**src/rtl/mul_arbiter.sv**
```systemverilog
// Two-requester shift-add multiplier with a round-robin front end.
// A request accepted in IDLE latches its operands as magnitudes plus a
// result sign, then MUL runs a fixed WIDTH iterations, one per clock.
// One further MUL cycle registers the signed result and the overflow
// flag, and DONE then pulses oDone for a single cycle.
// oState exposes the FSM state for debug.
//
// Handshake: oAckN is a one-cycle pulse in the cycle after the accepting
// edge. iReqN is sampled only in IDLE. A request that is held high while
// the block is busy is simply seen again at the next IDLE edge, because
// nothing is queued. oDone is a one-cycle pulse, and oResult, oOverflow
// and oOwner hold their values until the next oDone.
module mul_arbiter #(
  parameter int WIDTH = 16
) (
  input  logic             Clock,
  input  logic             Reset,
  input  logic             iReq0,
  input  logic             iReq1,
  input  logic             iSigned0,
  input  logic             iSigned1,
  input  logic [WIDTH-1:0] iDataA0,
  input  logic [WIDTH-1:0] iDataB0,
  input  logic [WIDTH-1:0] iDataA1,
  input  logic [WIDTH-1:0] iDataB1,
  output logic             oAck0,
  output logic             oAck1,
  output logic             oBusy,
  output logic             oDone,
  output logic             oOwner,
  output logic [WIDTH-1:0] oResult,
  output logic             oOverflow,
  output logic [1:0]       oState
);

  localparam int CW = $clog2(WIDTH + 1);
  // Largest positive magnitude, and largest negative magnitude.
  localparam logic [2*WIDTH-1:0] MAX_POS = {{(WIDTH+1){1'b0}}, {(WIDTH-1){1'b1}}};
  localparam logic [2*WIDTH-1:0] MAX_NEG = {{WIDTH{1'b0}}, 1'b1, {(WIDTH-1){1'b0}}};

  typedef enum logic [1:0] {IDLE = 2'd0, MUL = 2'd1, DONE = 2'd2} state_t;

  state_t             state;
  state_t             stateNext;
  logic               pointer;
  logic [CW-1:0]      count;
  logic [2*WIDTH-1:0] acc;
  logic [2*WIDTH-1:0] mcand;
  logic [WIDTH-1:0]   mplier;
  logic               sign;
  logic               opSigned;
  logic               curOwner;

  logic               anyReq;
  logic               winner;
  logic               selSigned;
  logic [WIDTH-1:0]   selA;
  logic [WIDTH-1:0]   selB;
  logic [WIDTH-1:0]   magA;
  logic [WIDTH-1:0]   magB;
  logic               lastIter;
  logic               ovf;
  logic [WIDTH-1:0]   resVal;

  // Arbitration and operand selection: the pointer breaks ties, and a lone requester always wins.
  always_comb begin
    anyReq    = iReq0 | iReq1;
    winner    = (iReq0 && iReq1) ? pointer : iReq1;
    selSigned = winner ? iSigned1 : iSigned0;
    selA      = winner ? iDataA1 : iDataA0;
    selB      = winner ? iDataB1 : iDataB0;
    magA      = (selSigned && selA[WIDTH-1]) ? (~selA + 1'b1) : selA;
    magB      = (selSigned && selB[WIDTH-1]) ? (~selB + 1'b1) : selB;
  end

  // Final result and overflow, taken from the accumulated magnitude.
  always_comb begin
    lastIter = (count == CW'(WIDTH));
    resVal   = sign ? (~acc[WIDTH-1:0] + 1'b1) : acc[WIDTH-1:0];
    if (!opSigned)
      ovf = |acc[2*WIDTH-1:WIDTH];
    else if (sign)
      ovf = acc > MAX_NEG;
    else
      ovf = acc > MAX_POS;
  end

  // State register.
  always_ff @(posedge Clock or negedge Reset) begin
    if (!Reset) state <= IDLE;
    else        state <= stateNext;
  end

  // Next-state logic.
  always_comb begin
    stateNext = IDLE;
    case (state)
      IDLE:    stateNext = anyReq ? MUL : IDLE;
      MUL:     stateNext = lastIter ? DONE : MUL;
      DONE:    stateNext = IDLE;
      default: stateNext = IDLE;
    endcase
  end

  // State-decoded outputs.
  always_comb begin
    oBusy  = (state != IDLE);
    oDone  = (state == DONE);
    oState = state;
  end

  // Datapath: latch at acceptance, iterate in MUL, register the result on the final MUL edge.
  always_ff @(posedge Clock or negedge Reset) begin
    if (!Reset) begin
      pointer   <= 1'b0;
      count     <= '0;
      acc       <= '0;
      mcand     <= '0;
      mplier    <= '0;
      sign      <= 1'b0;
      opSigned  <= 1'b0;
      curOwner  <= 1'b0;
      oAck0     <= 1'b0;
      oAck1     <= 1'b0;
      oOwner    <= 1'b0;
      oResult   <= '0;
      oOverflow <= 1'b0;
    end else begin
      oAck0 <= 1'b0;
      oAck1 <= 1'b0;
      case (state)
        IDLE: begin
          if (anyReq) begin
            oAck0    <= ~winner;
            oAck1    <= winner;
            pointer  <= ~winner;
            curOwner <= winner;
            opSigned <= selSigned;
            sign     <= selSigned & (selA[WIDTH-1] ^ selB[WIDTH-1]);
            mcand    <= {{WIDTH{1'b0}}, magA};
            mplier   <= magB;
            acc      <= '0;
            count    <= '0;
          end
        end
        MUL: begin
          if (!lastIter) begin
            if (mplier[0]) acc <= acc + mcand;
            mcand  <= mcand << 1;
            mplier <= mplier >> 1;
            count  <= count + 1'b1;
          end else begin
            oResult   <= resVal;
            oOverflow <= ovf;
            oOwner    <= curOwner;
          end
        end
        default: ;
      endcase
    end
  end

endmodule
```
**config.mk**
```make
export PLATFORM = sky130hd
export DESIGN_NAME = mul_arbiter
export DESIGN_NICKNAME = d
export VERILOG_FILES = /design/src/rtl/mul_arbiter.sv
export SDC_FILE = /design/constraint.sdc
export NUM_CORES = 1
export LEC_CHECK = 0
export BUFFER_PORTS_ARGS = -buffer_cell sky130_fd_sc_hd__buf_2
export CELL_PAD_IN_SITES_DETAIL_PLACEMENT = 2
export CELL_PAD_IN_SITES_GLOBAL_PLACEMENT = 2
export CORE_ASPECT_RATIO = 1.75
export CORE_MARGIN = 2
export CORE_UTILIZATION = 38
export CTS_CLUSTER_DIAMETER = 100
export DETAILED_ROUTE_END_ITERATION = 16
export GPL_ROUTABILITY_DRIVEN = 0
export PLACE_DENSITY_LB_ADDON = 0.1
export REMOVE_ABC_BUFFERS = 1
export SLEW_MARGIN = 40
export SYNTH_ARGS = -nofsm -noshare
export SYNTH_HDL_FRONTEND = slang
export SYNTH_SLANG_ARGS = --single-unit
```
**constraint.sdc**
```tcl
create_clock -name Clock -period 4.9 [get_ports Clock]
set_input_delay 0.49 -clock Clock [delete_from_list [all_inputs] [get_ports Clock]]
set_output_delay 0.49 -clock Clock [all_outputs]
set_load 0.005 [all_outputs]
```
==> summary.txt <==
Place
  • DP Cell Count: 1,180
  • IO Port Bufs: 93
  • Hpwl dp: 18,600 um

CTS
  • Num CTS Buffers: 9
  • CTS Sinks: 111
  • Depth of the CTS H-tree: 3
  • CTS tree: yes
  • Postcts setup bufs: 0
  • Clock slew at reported path FFs: 0.07 ns
  • Post_cts resized: 0
  • Hold_buf cts: 0
  • Root Driver: clkbuf_16
  • Longest Clk Path Bufs: 2
  • Clock latency at the later pin of the worst-skew pair: between 0.3 and 0.4 ns

STA
  • Final setup viols: 0
  • Max-slew violations: 0
  • Clock skew: approximately 0.011 ns
  • Setup TNS: 0 ns
  • Tmin final: 3.16 ns
  • Worst slew margin: 53.0%
  • Unrepaired setup endpoints after global routing: false
  • Final period util: 64.5%
  • Slew at the pin closest to its max-slew limit: ~0.7 ns
  • Final hold vios: 0
  • Max Clk Rate: 316 MHz

Global route
  • Gr usage total: between 20 and 25%
  • Largest net degree at the start of global routing: between 70 and 80
  • Number of global-route vias before repair: 7,825
  • First-pass GRT wire length: 39,500 um
  • Total grt overflow: 0
  • Initial antenna violation count: 0

Logic synthesis
  • Async SR Flop Fraction: 100%
  • Post-synthesis sequential area ratio: 37.3%
  • Post-synth EDFFs: 0
  • Yosys cell types: 66
  • Register bit count reported by yosys: 111
  • Post-Syn Area: 7440 um2
  • Synth warnings: 0
  • Synth area leader: dfrtp_1
  • Top cell type's share of synthesized area: 37.3%
  • Synth area leaders: dfrtp_1, nand2_1, ha_1
  • Synth Instances: ~900
  • Most used DFF post-synth: dfrtp_1
  • Syn Area/Cell: 8.50 um2

Setup path
  • Startpoint types: flip-flop
  • Crit path DAT: 3.40 ns
  • CP max FO: 6
  • Critical path type: flip-flop to flip-flop
  • Critical Path End Type: flip-flop
  • Required @ worst endpoint: 5.14 ns

Drt
  • Via/cell ratio: 5.77
  • DRC: 0
  • M1 WL: a little under 9000 um
  • Drt pass-1 iters: 4
  • Routed length on met3: 453 um
  • Total number of vias: 6,894
  • Uppermost layer routed: met4
  • Average wire per standard cell: between 20 and 25 um
  • Antenna viol nets, final: 0
  • DRT Wirelength: 24,000 um
  • Drt initial violations: between 200 and 250
  • Met2 wire len: 14,000 um

Finish
  • Layout cells sized above 1: 14.8%
  • Area growth from synthesis to layout: 14.2%
  • Most frequent cells in the layout: nand2_1, dfrtp_1, buf_2
  • Antenna Cells: 0
  • Commonest non-fill, non-tap cell in the layout: nand2_1
  • Final Non-Filler Cells: approximately 1,200
  • Layout Nets: roughly 1,100

Die
  • Standard-cell row count: 67
  • Core Box Area: approximately 19,000 um2
  • Num ports: 94
  • Die W: 110 um
  • DIE HEIGHT: 189 um
  • DIE AREA: just over 20,000 um2
  • Starting Density: between 30% and 40%

Run status
  • Run status: completed

Power
  • Peak supply drop: 0.279 mV
  • Net Sw Frac: 47.2%
  • Logic gate share of total power: 57.4%
  • Lkg Pwr: 0.00413 uW
  • Flop pwr share: 29.0%
  • Clk pwr share: 13.6%
  • Internal Pwr Total: 3240 uW
  • Cell Pwr Density: around 720 nW/um2
  • Switching pwr: approximately 2900 uW

Run
  • Max-cap violations: 0

Hold path
  • Hold crit path type: primary input to async pin
[cell type report]
class,count,area (um2)
fill,2204,10700
clock buffer,12,267
tap,241,302
inverter,16,61.3
multi-input combinational,707,4460
sequential,111,2780
clock inverter,3,65.1
timing repair buffer,105,562
[per-layer routing]
layer	vias up	GRT usage, %
li1	3273	-
met2	101	49.1
met3	31	2.44
met4	0	8.37
met5	-	0
met1	3489	24.9
[stage by stage]
stage	total power, uW	hold slack [ns]	cell area (um2)	utilization (%)	setup slack, ns
after detailed placement	5340	0.467	8160	42.5	1.46
after CTS	6230	0.171	8490	44.2	1.56
final	6140	0.136	8490	44.2	1.74
after global placement	5060	0.455	8140	42.4	1.70
after floorplan	4140	0.194	7270	-	0.323
after global routing	6740	0.193	8490	44.2	1.50
[synth_stat cells, drive strengths merged (7+ instances only)]
cell	number
nor2b	10
mux2i	32
nand4	11
nand3	27
dfrtp	111
a21oi	58
nand2b	7
nand2	135
nor2	75
o31ai	11
o41ai	7
clkbuf	27
nor4	8
a31oi	22
xnor2	27
ha	36
inv	15
o21ai	84
a21o	24
xor2	47
buf	14
nor3	11
or3	7
[cells by family after synthesis]
logic type | share of synthesized area, %
adders and majority gates | 6.32
muxes | 4.46
AOI/OAI and AO/OA | 20.6
buffers and inverters | 3.13
DFF | 37.3
xor gates and xnor gates | 8.71
and+or+nand+nor | 19.5
[path summary, 6_finish.rpt]
path / start / endpoint / slack, ns / cells after the start
max in group asynchronous: Reset / acc[10] / 3.74 / 2
setup reg to reg: acc[5] / acc[31] / 1.74 / 10
min in group Clock: iSigned1 / opSigned / 0.43 / 3
setup / recovery: acc[5] / acc[31] / 1.74 / 10
hold reg to reg: oResult[7] / oResult[7] / 0.48 / 2
hold / removal: Reset / oResult[0] / 0.14 / 1
[critical path, cell delays in order (launching register included)]
cell	delay [ns]
dfrtp_1	0.46
ha_1	0.42
o21a_1	0.20
o21ai_0	0.35
nor3_1	0.16
o31ai_1	0.26
nand3_1	0.16
o31a_1	0.34
and4_1	0.21
o41ai_1	0.35
o31ai_1	0.12
[power groups by stage]
stage	clock network, uW	registers [uW]	logic [uW]
2_1_floorplan	0	1660	2480
5_1_grt	887	1850	3990
4_1_cts	852	1790	3590
6_report	835	1780	3530
3_3_place_gp	0	1770	3290
3_5_place_dp	0	1800	3540
[sequential cells by signal, indices dropped and copies added (netlist names)]
signal     flops
acc           32
oAck0          1
oAck1          1
mplier        16
oState         2
oOwner         1
count          5
pointer        1
oOverflow      1
oResult       16
curOwner       1
opSigned       1
mcand         32
sign           1
(Power assumes the default switching activity.)
